## src/rtl/imem_loader_pkg.sv

```systemverilog
// Shared definitions for the instruction-memory loader: FSM state encoding,
// write-strobe default and byte-assembly sizing.
package imem_loader_pkg;

    localparam int WE_CYCLES_DEFAULT = 1;
    localparam int WE_CNT_W          = 4;
    localparam int BYTES_PER_WORD    = 4;
    localparam int BYTE_IDX_W        = 2;

    typedef enum logic [2:0] {
        ST_IDLE    = 3'd0,
        ST_COLLECT = 3'd1,
        ST_SETUP   = 3'd2,
        ST_WRITE   = 3'd3,
        ST_HOLD    = 3'd4,
        ST_DONE    = 3'd5
    } state_t;

endpackage

```

## src/rtl/imem_loader_byte_packer.sv

```systemverilog
// Assembles four little-endian stream bytes into one 32-bit word. The word
// output already contains the byte being accepted this cycle.
module byte_packer
    import imem_loader_pkg::*;
(
    input  logic        clk,
    input  logic        rst,
    input  logic        clear,
    input  logic        byte_valid,
    input  logic [7:0]  byte_data,
    output logic [31:0] word,
    output logic        word_done
);

    logic [BYTE_IDX_W-1:0] byte_idx;
    logic [31:0]           word_q;

    always_comb begin
        word = word_q;
        if (byte_valid) begin
            word[{byte_idx, 3'b000} +: 8] = byte_data;
        end
    end

    assign word_done = byte_valid && (byte_idx == BYTE_IDX_W'(BYTES_PER_WORD - 1));

    // Clearing on start or reset guarantees a partial word never leaks into the next load.
    always_ff @(posedge clk) begin
        if (rst || clear) begin
            byte_idx <= '0;
            word_q   <= '0;
        end else if (byte_valid) begin
            byte_idx <= byte_idx + BYTE_IDX_W'(1);
            word_q   <= word;
        end
    end

endmodule

```

## src/rtl/imem_loader.sv

```systemverilog
// Streams bytes into instruction memory through the debug write port while
// holding the core in reset; releases the core once the last word is written.
module imem_loader
    import imem_loader_pkg::*;
#(
    parameter int WE_CYCLES = WE_CYCLES_DEFAULT
) (
    input  logic        clk,
    input  logic        rst,
    input  logic        start,
    input  logic [31:0] base_addr,
    input  logic [15:0] word_count,
    input  logic        rx_valid,
    input  logic [7:0]  rx_data,
    output logic        rx_ready,
    output logic        debug_imem_oe,
    output logic        debug_imem_we,
    output logic [31:0] debug_imem_addr,
    output logic [31:0] debug_imem_data,
    output logic        cpu_rst,
    output logic        busy,
    output logic        done,
    output state_t      dbg_state
);

    localparam logic [WE_CNT_W-1:0] WE_LAST = WE_CNT_W'(WE_CYCLES - 1);

    state_t              state;
    logic [15:0]         remaining;
    logic [WE_CNT_W-1:0] we_cnt;
    logic                byte_fire;
    logic                accept_start;
    logic                word_done;
    logic [31:0]         word;
    logic [1:0]          addr_lsb_unused;

    // Byte stream handshake: a byte moves on a rising clk edge where rx_valid
    // and rx_ready are both high; rx_ready is high only in COLLECT, so bytes
    // offered in any other state simply wait and are never consumed.
    assign byte_fire       = rx_valid && rx_ready;
    assign accept_start    = start && ((state == ST_IDLE) || (state == ST_DONE));
    assign addr_lsb_unused = base_addr[1:0];
    assign debug_imem_oe   = 1'b1;
    assign dbg_state       = state;

    byte_packer u_packer (
        .clk        (clk),
        .rst        (rst),
        .clear      (accept_start),
        .byte_valid (byte_fire),
        .byte_data  (rx_data),
        .word       (word),
        .word_done  (word_done)
    );

    always_ff @(posedge clk) begin
        if (rst) begin
            state           <= ST_IDLE;
            rx_ready        <= 1'b0;
            debug_imem_we   <= 1'b1;
            debug_imem_addr <= '0;
            debug_imem_data <= '0;
            cpu_rst         <= 1'b1;
            busy            <= 1'b0;
            done            <= 1'b0;
            remaining       <= '0;
            we_cnt          <= '0;
        end else begin
            case (state)
                ST_IDLE, ST_DONE: begin
                    if (start) begin
                        debug_imem_addr <= {2'b00, base_addr[31:2]};
                        remaining       <= word_count;
                        if (word_count == '0) begin
                            state   <= ST_DONE;
                            busy    <= 1'b0;
                            done    <= 1'b1;
                            cpu_rst <= 1'b0;
                        end else begin
                            state    <= ST_COLLECT;
                            rx_ready <= 1'b1;
                            busy     <= 1'b1;
                            done     <= 1'b0;
                            cpu_rst  <= 1'b1;
                        end
                    end
                end

                ST_COLLECT: begin
                    if (word_done) begin
                        state           <= ST_SETUP;
                        rx_ready        <= 1'b0;
                        debug_imem_data <= word;
                    end
                end

                ST_SETUP: begin
                    state         <= ST_WRITE;
                    debug_imem_we <= 1'b0;
                    we_cnt        <= '0;
                end

                ST_WRITE: begin
                    if (we_cnt == WE_LAST) begin
                        state         <= ST_HOLD;
                        debug_imem_we <= 1'b1;
                    end else begin
                        we_cnt <= we_cnt + WE_CNT_W'(1);
                    end
                end

                // Address advances only when leaving HOLD so it stays put for the whole write window.
                ST_HOLD: begin
                    remaining <= remaining - 16'd1;
                    if (remaining == 16'd1) begin
                        state   <= ST_DONE;
                        busy    <= 1'b0;
                        done    <= 1'b1;
                        cpu_rst <= 1'b0;
                    end else begin
                        state           <= ST_COLLECT;
                        rx_ready        <= 1'b1;
                        debug_imem_addr <= debug_imem_addr + 32'd1;
                    end
                end

                default: begin
                    state         <= ST_IDLE;
                    rx_ready      <= 1'b0;
                    debug_imem_we <= 1'b1;
                    busy          <= 1'b0;
                    done          <= 1'b0;
                    cpu_rst       <= 1'b1;
                end
            endcase
        end
    end

endmodule
```

## config.mk

```make
export PLATFORM = sky130hd
export DESIGN_NAME = imem_loader
export DESIGN_NICKNAME = d
export VERILOG_FILES = /design/src/rtl/imem_loader_pkg.sv /design/src/rtl/imem_loader_byte_packer.sv /design/src/rtl/imem_loader.sv
export SDC_FILE = /design/constraint.sdc
export NUM_CORES = 1
export LEC_CHECK = 0
export CAP_MARGIN = 20
export CORE_UTILIZATION = 46
export CTS_BUF_LIST = sky130_fd_sc_hd__clkbuf_16
export DETAILED_ROUTE_END_ITERATION = 7
export PLACE_DENSITY = 0.77
export SLEW_MARGIN = 20
export SYNTH_ARGS = -nofsm -noshare
export SYNTH_HDL_FRONTEND = slang
export SYNTH_SLANG_ARGS = --single-unit
export TNS_END_PERCENT = 1
```

## constraint.sdc

```tcl
create_clock -name clk -period 2 [get_ports clk]
set_clock_uncertainty 0.15 [all_clocks]
set_input_delay 0.5 -clock clk [delete_from_list [all_inputs] [get_ports clk]]
set_output_delay 0.5 -clock clk [all_outputs]
set_load 0.1 [all_outputs]
```

Word-level counts from Yosys, hierarchy flattened
Cells that the tools add are included.
{"block": "op_classes", "add_sub_neg": 5, "eq_ne": 14, "shift": 2, "mux": 31, "bitwise_logic": 3, "n_reduce_logical": 22}
{"operator": "$mux 32", "count": 3}
{"operator": "$pmux 32 s2", "count": 1}
{"operator": "$add 32x1->32 const B", "count": 1}
{"operator": "$bwmux 32", "count": 1}
{"operator": "$pmux 16 s2", "count": 1}
{"operator": "$shift 8x7->32 const A", "count": 1}
{"operator": "$shiftx 8x7->32", "count": 1}
{"operator": "$eq 16x1->1 const B", "count": 1}
{"operator": "$logic_not 16->1", "count": 1}
{"operator": "$mux 16", "count": 1}
{"operator": "$sub 16x1->16 const B", "count": 1}
{"operator": "$mux 3", "count": 5}
{"operator": "$pmux 3 s5", "count": 1}
{"operator": "$ne 2x2->1 const B", "count": 6}
{"operator": "$pmux 1 s3", "count": 4}
{"operator": "$mux 1", "count": 11}
{"operator": "$reduce_and 3->1", "count": 3}
{"operator": "$pmux 4 s2", "count": 1}
{"operator": "$reduce_and 2->1", "count": 4}
{"operator": "$neg 5->7", "count": 1}
{"operator": "$eq 3x2->1 const B", "count": 2}
{"operator": "$eq 3x3->1 const B", "count": 2}
{"operator": "$reduce_and 5->1", "count": 1}
{"operator": "$add 4x1->4 const B", "count": 1}
{"operator": "15 further kinds", "count": 22}
{"block": "word_totals", "reg_bits": 126, "inputBits": 60, "word_cells": 89}

Depth between registers and ports, before layout
Gate-level depths: netlist of the first run.
{"block": "logic_depth", "depth_word": 4, "depth_mapped": 9, "depth_no_buf": 7}

By module
From an unflattened synthesis of the first run, not the netlist that was laid out.
{"block": "unflattened", "cells_unflattened": 795, "area_unflattened_um2": 6402.4}
{"module": "imem_loader", "n_inst": 1, "cells_each": 637, "area_per_inst_um2": 4901.0, "seq_area_each_um2": 1841.8}
{"module": "byte_packer", "n_inst": 1, "cells_each": 158, "area_per_inst_um2": 1501.4, "seq_area_each_um2": 680.7}

Worst setup path after synthesis of the first run
Ideal clock, no wire load.
{"block": "synth_path", "path_type": "reg-to-reg", "startpoint": "reg debug_imem_addr[1]", "endpoint": "reg debug_imem_addr[30]", "arrival_time_ps": 2612, "slack_ps": -833, "stages_incl_launch_ff": 7, "path_buffers": 0, "synth_period_minus_slack_ps": 2833, "path_cell_list": "dfxtp_1 -> ha_1 -> nand3_1 -> nor4_4 -> nand4_1 -> or4_1 -> a21oi_1"}
{"block": "synth_via", "elab_chain_cells": 3}
{"element": "start, declared", "line": "imem_loader.sv:18", "source": "output logic [31:0] debug_imem_addr,"}
{"element": "start signal, assigned", "line": "imem_loader.sv:72", "source": "debug_imem_addr <= {2'b00, base_addr[31:2]};"}
{"element": "start signal, assigned", "line": "imem_loader.sv:123", "source": "debug_imem_addr <= debug_imem_addr + 32'd1;"}
{"element": "$add 32x1->32", "line": "imem_loader.sv:123"}
{"element": "$mux 32", "line": "imem_loader.sv:115", "source": "if (remaining == 16'd1) begin"}
{"element": "$pmux 32 s2", "line": "imem_loader.sv:69", "source": "case (state)"}
No other way between the ends. The select of a mux whose other input is x is not followed.
A chain may end at the register's enable or synchronous reset.

Worst setup path in the final report of the first run
{"block": "layout_path", "startpoint": "reg remaining[1]", "endpoint": "reg debug_imem_addr[29]"}
{"block": "layout_via", "elab_chain_cells": 3}
{"element": "start, declared", "line": "imem_loader.sv:29", "source": "logic [15:0] remaining;"}
{"element": "start signal, assigned", "line": "imem_loader.sv:73", "source": "remaining <= word_count;"}
{"element": "start signal, assigned", "line": "imem_loader.sv:114", "source": "remaining <= remaining - 16'd1;"}
{"element": "$eq 16x1->1", "line": "imem_loader.sv:115"}
{"element": "$ne 2x2->1 (no line)"}
{"element": "$reduce_and 3->1 (no line)"}
No other way between the ends.

==> results of run 1 <==
[per-layer routing]
metal | vias up | track usage [%] | wire [um]
li1 | 3085 | - | -
met5 | - | 0 | 0
met3 | 99 | 7.36 | 1560
met4 | 0 | 17.8 | 981
met2 | 360 | 57.1 | 11200
met1 | 3216 | 35.2 | 8180
[Yosys cell counts, drive strengths merged, types with 13 or more instances]
library cell and count:
a21oi 66, a211oi 34, o21ai 28, dfxtp 121, clkbuf 27, a31oi 14, nand2 65, nor3 13
nor4 14, buf 19, nand3 27, nand4 18, a22oi 29, inv 16, nor2 98
[stage by stage]
stage | setup slack [ns] | std cells
3_3_place_gp | -0.437 | 1056
3_5_place_dp | -0.579 | 1056
6_report | -0.120 | 1103
4_1_cts | -0.105 | 1091
5_1_grt | -0.157 | 1103
2_1_floorplan | -0.191 | 709
[cell families (layout without fill, tap and decap cells)]
logic type      Yosys count  after routing  share of synthesized area [%]
simple gates            279            279                           24.6
compound gates          232            232                           26.7
flops                   121            121                           41.5
buf+inv                  63            289                           4.52
fa+ha+maj                10             10                           2.14
xor+xnor                  2              2                          0.300
other cells               1              1                         0.0643
mux                       1              1                          0.172
[registers in the layout (all words and copies together), names as in the netlist]
register and flops:
busy 1, dbg_state 3, rx_ready 1, u_packer.word_q 27, debug_imem_addr 32, done 1, remaining 16, we_cnt 4
debug_imem_we 1, cpu_rst 1, debug_imem_data 32, u_packer.byte_idx 2
[layout make-up]
| class | instances | share of cell area [%] |
|---|---|---|
| multi-input combinational | 525 | 34.9 |
| timing repair buffer | 240 | 30.4 |
| sequential | 121 | 25.8 |
| clock buffer | 19 | 4.83 |
| tap | 168 | 2.14 |
| clock inverter | 13 | 1.27 |
| inverter | 17 | 0.649 |
[power groups by stage]
stage	clock [mW]	sequential, mW	combinational (mW)
6_report	3.09	3.33	5.44
5_1_grt	3.23	3.37	5.67
4_1_cts	3.10	3.28	5.07
3_5_place_dp	0	3.32	4.99
3_3_place_gp	0	3.30	4.87
2_1_floorplan	0	4.73	1.48
[tightest hold or removal path, stage by stage]
cell and delay [ns]:
buf_2 0.14, a21oi_1 0.08, and3_1 0.14
[how the worst max path moves through the flow]
stage / from / to / slack (ns) / depth (start not counted)
after floorplan: debug_imem_addr[1] / debug_imem_addr[30] / -0.19 / 6
after global placement: word_count[11] / dbg_state[2] / -0.44 / 6
after detailed placement: word_count[11] / dbg_state[2] / -0.58 / 6
after CTS: remaining[1] / debug_imem_addr[10] / -0.10 / 8
after global routing: remaining[1] / debug_imem_addr[29] / -0.16 / 9
final: remaining[1] / debug_imem_addr[29] / -0.12 / 9
[timing repair]
action	CTS	global route
hold endpoints to repair	0	0
pin swaps	2	14
cloned	0	3
setup endpoints to repair	43	82
gates resized for setup	7	61
buffers inserted	3	9
==> out/qor.txt, run 1 <==
syn_nets - 779
Total GRT Usage - 32.1%
die area - 13100 um2
setup slack after layout - -0.120 ns
slowest cell on the critical path - dfxtp_2
Reg area - 2530 um2
vias - 6760
leading area contributor after synthesis - dfxtp_1
DP Wirelength - 14.0 mm
root buffer cell - clkbuf_16
Design Power - 11.9 mW
ant diodes - 0
Synth async-reset ratio - 0%
Flop pwr share - 28.1%
Worst R2R End - debug_imem_addr[29]
post-synthesis sequential area ratio - 41.5%
Final #Nets - 992
Crit path required time - 2.17 ns
switching share of power - 42.5%
dpl cell area - 8800 um2
cell family with most CP delay - compound AO/OA/AOI/OAI gates
synthesized area per cell - 8.23 um2
max_slew headroom - 61.4%
number of distinct library cells after synthesis - 64
Clock Sink Count - 121
Slew Limit Fails - 0
die width - 115 um
reg-to-reg slack, setup - -0.12 ns
sw power - 5.04 mW
Die Y - 115 um
Hold Crit Class - in2reg
failing checks - setup timing
first-pass GRT wire length - 32.7 mm
cts hold-fix bufs - 0
slowest cell delay on critical path - 0.33 ns
combinational fraction of design power - 45.8%
Internal - 6.82 mW
Peak Freq - 472 MHz
Overflow after GRT - 0
CP Capture Type - register
Clock Latency Late Sink - 0.43 ns
CTS tree - done
number of core rows - 40
commonest cells after routing, fill and taps aside - nor2_1 (98), buf_4 (93), dfxtp_1 (87), buf_12 (80), nand2_1 (64)
residual DRC count - 0
total CTS buffers - 17
WP data arrival - 2.29 ns
register bit total from synthesis - 121
MaxCap Viol Count - 0
antenna-violating nets left - 0
initial antenna violation count - 0
final instance area - 9840 um2
Crit Path Class - reg2reg
Post-Syn Instances - 709
initial core utilization - 47.8%
Slew @ Worst Pin - 0.574 ns
maximum vdd drop - 0.717 mV
pwr dens - 1210 nW/um2
commonest non-fill, non-tap cell in the layout - nor2_1
drt initial violations - 735
power share of the clock group - 26.1%
Synth Cell Area - 5840 um2
final setup fails - 24
Ports - 133
WL/cell - 19.9 um
Std-Cell Core Area - 12200 um2
hold depth - 3
Ys Warns - 0
drt pass-1 iters - 5
crit-path cells - inv_2 -> ha_4 -> nor4b_4 -> nand4_1 -> buf_4 -> a21oi_4 -> buf_6 -> a21oi_1 -> o32ai_1
footprint of the multi-input gates - 3430 um2
pin count of the biggest net entering global routing - 60
top_reg_cell synth - dfxtp_1
Final Hold Vio Count - 0
top cells by area, synth - dfxtp_1 (42%), nor2_1 (6.3%), a21oi_1 (5.6%)
FF-to-FF path depth - 9
Worst Path Max Fanout - 8
status - finished, violations left
leak pwr - 3.62 nW
share of the synthesized area in the top cell type - 41.5%
Tcrit/Tclk final - 106%
clk buf depth - 2
reg2reg start - remaining[1]
Syn-to-layout area delta - 68.6%
Buf+Inv Stages, Crit Path - 3
hold_sp - rst
RSZ-0062 raised after global routing - yes
Placer Congestion - 0.868
Min Clock Period, post-route - 2.12 ns
Filler cells - 758
Post-synth EDFFs - 0
clk slew on worst S/H paths - 0.06 ns
ratio of cells with drive above 1 in the final layout - 33.2%
Setup TNS Final - -1.36 ns
Startpoint Class - register
Port-buffer cells - 129
Hold WS - 0.315 ns
hold path endpoint - dbg_state[0]
via count of the first global-routing pass - 6673
final core area utilization - 80.6%
Vias/cell - 6.13
CTS H-tree depth - 4
WL final - 21.9 mm
Power figures use the tool's default switching activity.
==> run 2: changes to the inputs <==
CORE_UTILIZATION = 50   (was 46)
DONT_BUFFER_PORTS = 1   (was default)
PLACE_DENSITY = 0.68   (was 0.77)
==> run 2 against run 1 <==
Net effect:
- the run still ends with setup timing left
- non-clock buffer count is 102 lower
- combinational power is 19% lower
- via count is 11% lower
- critical endpoint is now debug_imem_addr[30]
==> out/qor.txt, run 2 (synthesis results as in run 1) <==
status - finished, violations left
failing checks - setup timing
residual DRC count - 0
Finished Layout Cells - 976
clk buf depth - 2
Startpoint Class - register
M3 GR Usage - 8.47%
WP data arrival - 2.25 ns
root buffer cell - clkbuf_16
number of core rows - 39
hold_sp - rst
Port-buffer cells - 0
slowest cell on the critical path - or4_1
Tcrit/Tclk final - 103%
leak pwr - 2.90 nW
Setup TNS Final - -0.133 ns
CP Capture Type - register
Buf+Inv Stages, Crit Path - 2
biggest registers after layout - debug_imem_addr: 32 flops, debug_imem_data: 32 flops, u_packer.word_q: 27 flops
initial antenna violation count - 0
Worst Path Max Fanout - 14
clk slew on worst S/H paths - 0.06 ns
ratio of cells with drive above 1 in the final layout - 28.8%
Crit path required time - 2.19 ns
via count of the first global-routing pass - 5599
CP Launch Point - remaining[1]
Final Hold Vio Count - 0
RSZ-0062 raised after global routing - yes
WL final - 17.9 mm
reg2reg start - remaining[1]
die area - 12100 um2
Placer Congestion - 0.910
Slew Limit Fails - 0
reg-to-reg slack, setup - -0.05 ns
Clock Sink Count - 121
Die Y - 110 um
GR peak layer - met2
die width - 110 um
first-pass GRT wire length - 26.9 mm
Clock Latency Late Sink - 0.43 ns
Ports - 133
pwr dens - 1340 nW/um2
commonest cells after routing, fill and taps aside - buf_4 (125), nor2_1 (96), dfxtp_1 (89), nand2_1 (65), a21oi_1 (64)
Crit Path Class - reg2reg
Reg area - 2530 um2
ant diodes - 0
Peak Freq - 487 MHz
footprint of the multi-input gates - 3290 um2
met1 Usage GRT - 32.8%
Total GRT Usage - 29.1%
Std-Cell Core Area - 11400 um2
Final #Nets - 890
grt met2 use - 50.8%
commonest non-fill, non-tap cell in the layout - buf_4
DP Cell Count - 940
CTS H-tree depth - 4
Syn-to-layout area delta - 33.7%
initial core utilization - 51.1%
Overflow after GRT - 0
antenna-violating nets left - 0
Slew @ Worst Pin - 0.596 ns
DP Wirelength - 11.9 mm
Hold Crit Class - in2reg
pin count of the biggest net entering global routing - 62
Filler cells - 910
total CTS buffers - 17
MaxCap Viol Count - 0
maximum vdd drop - 0.960 mV
final setup fails - 5
cell family with most CP delay - simple AND/OR/NAND/NOR gates
CTS tree - done
Vias/cell - 6.16
drt pass-1 iters - 5
crit-path cells - inv_2 -> ha_1 -> nor4b_4 -> nand4_1 -> a21oi_4 -> buf_12 -> or4_1 -> a21oi_1
slowest cell delay on critical path - 0.50 ns
setup slack after layout - -0.0516 ns
WL/cell - 18.3 um
vias - 6012
max_slew headroom - 60.1%
drt initial violations - 489
Min Clock Period, post-route - 2.05 ns
run 2: cell count changes in the layout (fill, tap and decap cells not counted), moves of 10 or more:
| cell | previous run | this run |
|---|---|---|
| buf_4 | 93 | 125 |
| a211oi_2 | 11 | 1 |
| clkdlybuf4s50_1 | 55 | 0 |
| buf_12 | 80 | 5 |
| a211oi_1 | 23 | 33 |
run 2: report_power, final:
group          total, mW  internal, mW  switching [mW]
logic               4.42          1.31            3.11
registers           3.12          2.81           0.305
clock network       2.94          1.78            1.16
run 2: cell type report:
class                           count  share of cell area [%]
Clock buffer                       18                    5.77
Tap cell                          143                    2.29
Inverter                           17                   0.818
Multi-Input combinational cell    525                    42.2
Timing Repair Buffer              138                    14.9
Clock inverter                     14                    1.56
Sequential cell                   121                    32.5
run 2: path summary, 6_finish.rpt:
| kind | cells past startpoint | endpoint |
|---|---|---|
| worst max-delay path | 8 | debug_imem_addr[30] |
| worst min-delay path | 1 | debug_imem_addr[4] |
| worst max register to register | 8 | debug_imem_addr[30] |
| worst min register to register | 2 | debug_imem_data[30] |
run 2: layer usage:
layer | up-vias | routed length [um]
met4 | 0 | 504
met3 | 43 | 1540
met1 | 2814 | 7070
met2 | 277 | 8770
met5 | - | 0
li1 | 2878 | -
run 2: timing repair:
item | in CTS | in global routing
hold endpoints to repair | 61 | 0
hold buffers | 2 | 0
setup buffers | 0 | 2
setup endpoints to repair | 46 | 55
pin swaps | 6 | 14
gates resized for setup | 6 | 23
run 2: metrics by stage:
step	utilization [%]	hold slack, ns	area [um2]	setup slack (ns)	power [mW]
floorplan	-	0.312	5990	-0.191	6.21
global placement	61.8	0.288	7060	-0.0103	7.27
detailed placement	61.8	0.298	7060	-0.0700	7.36
CTS	67.3	0.0225	7690	-0.0200	10.4
global route	68.3	0.0308	7800	-0.107	10.9
finish	68.3	0.0343	7800	-0.0516	10.5
run 2: worst register-to-register path: cells and delay by family, from the launching register on:
family                   cells  cell delay, ns
AO/OA/AOI/OAI                2            0.27
buffers and inverters        2            0.21
adder cells (fa/ha/maj)      1            0.19
AND/OR/NAND/NOR              3            0.84
flip-flops                   1            0.33
==> run 3: changes to the inputs <==
CTS_CLUSTER_SIZE = 28   (was default)
==> results of run 3 <==
No change in the layout: final DEF, timing and power equal those of run 2.
==> RTL edit, RTL diff (config.mk and constraints of run 2) <==
Put one more register stage on the output `debug_imem_addr`, with the module's reset. The value now appears one clock later. The other outputs are not delayed to match.
--- a/src/rtl/imem_loader.sv
+++ b/src/rtl/imem_loader.sv
@@ -26,2 +26,4 @@
     localparam logic [WE_CNT_W-1:0] WE_LAST = WE_CNT_W'(WE_CYCLES - 1);
+
+    logic [31:0] debug_imem_addr_s0;
 
@@ -60,3 +62,3 @@
             debug_imem_we   <= 1'b1;
-            debug_imem_addr <= '0;
+            debug_imem_addr_s0 <= '0;
             debug_imem_data <= '0;
@@ -71,3 +73,3 @@
                     if (start) begin
-                        debug_imem_addr <= {2'b00, base_addr[31:2]};
+                        debug_imem_addr_s0 <= {2'b00, base_addr[31:2]};
                         remaining       <= word_count;
@@ -122,3 +124,3 @@
                         rx_ready        <= 1'b1;
-                        debug_imem_addr <= debug_imem_addr + 32'd1;
+                        debug_imem_addr_s0 <= debug_imem_addr_s0 + 32'd1;
                     end
@@ -138,2 +140,10 @@
 
+    always_ff @(posedge clk) begin
+        if (rst) begin
+            debug_imem_addr <= '0;
+        end else begin
+            debug_imem_addr <= debug_imem_addr_s0;
+        end
+    end
+
 endmodule
Check against the original RTL: not equivalent (Yosys sat finds a counterexample within 4 cycles, from zero or initial values and one cycle with rst high).
==> RTL edit against run 2 <==
The run still ends with negative setup slack left; worst setup slack worse by 5.0 ps; cell area increased by 13%; synthesized area increased by 14%; sequential cell count is 29 higher; wire length is 5.3% higher; final cell count grew 12%; sequential share of layout area is 2.0 points higher; largest cell class unchanged.
Power is not compared: it rests on default switching activity, and its combinational part moved more than twofold at a synthesized area within 25%.
==> RTL edit: results (changes against run 2) <==
[metrics] wire length of the first global-routing pass: 30,830 µm (+15%)
[metrics] final setup fails: 6 (+1)
[metrics] global-route met2 utilization: 0.4726 (-0.03496)
[metrics] sum of net half-perimeters after detailed placement: 12,950 µm (+9.0%)
[metrics] number of global-route vias before repair: 6,478 (+16%)
[metrics] CP max stage cell: sky130_fd_sc_hd__or4_4
[metrics] Regs by FF count: debug_imem_addr (32), debug_imem_addr_s0 (32), debug_imem_data (32)
[metrics] non-filler instance count after layout: 1,089 (+12%)
[metrics] met1 demand-to-capacity share in global routing: 0.3241 (-0.003825)
[metrics] total power draw: 7582 µW
[metrics] failing checks: negative setup slack
[metrics] global routing usage summed across all routing layers: 0.2752 (-0.01561)
[metrics] GR Layer Usage met3: 0.07539 (-0.009267)
[metrics] drt initial violations: 607 (+24%)
[metrics] setup slack at placement: -121.1 ps (-51.09 ps)
[metrics] launching point of the worst reg2reg path: debug_imem_addr_s0[0]
[metrics] setup slack of the critical path after layout: -56.63 ps (-5.021 ps)
[metrics] tightest hold margin: 10.54 ps (-23.75 ps)
[metrics] cell area after placement: 7776 µm² (+10%)
[metrics] share of the synthesized netlist area taken by xor and xnor gates: 0.006585 (+0.003583)
[metrics] adder and majority gate portion of the synthesized area: 0.01881 (-0.002626)
[metrics] instance count after placement with tap cells included: 1,029 (+9.5%)
[metrics] WL met2: 9413 µm (+7.3%)
[metrics] path depth of the worst reg2reg path: 7 (-1)
[metrics] Synthesized Nets: 846 (+8.6%)
[metrics] multiplexer fraction of the synthesized cell area: 0.006021 (+0.004305)
[metrics] share of layout cells above drive strength 1: 0.2574 (-0.03075)
[metrics] metal1 wirelength: 7727 µm (+9.2%)
[metrics] cell count after synthesis: 776 (+9.4%)
[metrics] maximum number of pins on one net before global-route repair: 107 (+73%)
[metrics] worst min-delay path endpoint: debug_imem_addr[2]
[metrics] outcome: finished with violations
[metrics] met3 WL post-DR: 1278 µm (-17%)
==> RTL edit: cell types whose count changed in the layout (fill, tap and decap cells not counted), moves of 10 or more <==
cell                            before  now
sky130_fd_sc_hd__dfxtp_4            28    4
sky130_fd_sc_hd__a211oi_1           33   23
sky130_fd_sc_hd__nor2b_1             3   28
sky130_fd_sc_hd__a21oi_1            64   46
sky130_fd_sc_hd__dlygate4sd3_1       1   25
sky130_fd_sc_hd__nand3_1            25   36
sky130_fd_sc_hd__dfxtp_1            89  138
==> RTL edit: repair_timing <==
action,4_1_cts,5_1_grt
hold buffers,23,2
pin swaps,4,5
endpoints found under the setup margin,41,78
cloned,1,0
gates resized for setup,12,35
hold endpoints to repair,80,26
setup buffers,1,1
==> RTL edit: cell type report <==
type                    instances  area [µm²]
multi-input cells             555        3523
flip-flops and latches        150        3028
clock inverters                15       157.7
well taps                     172       215.2
clock buffers                  17       425.4
fillers                       989        3990
repair buffers                165        1378
inverters                      15       56.30
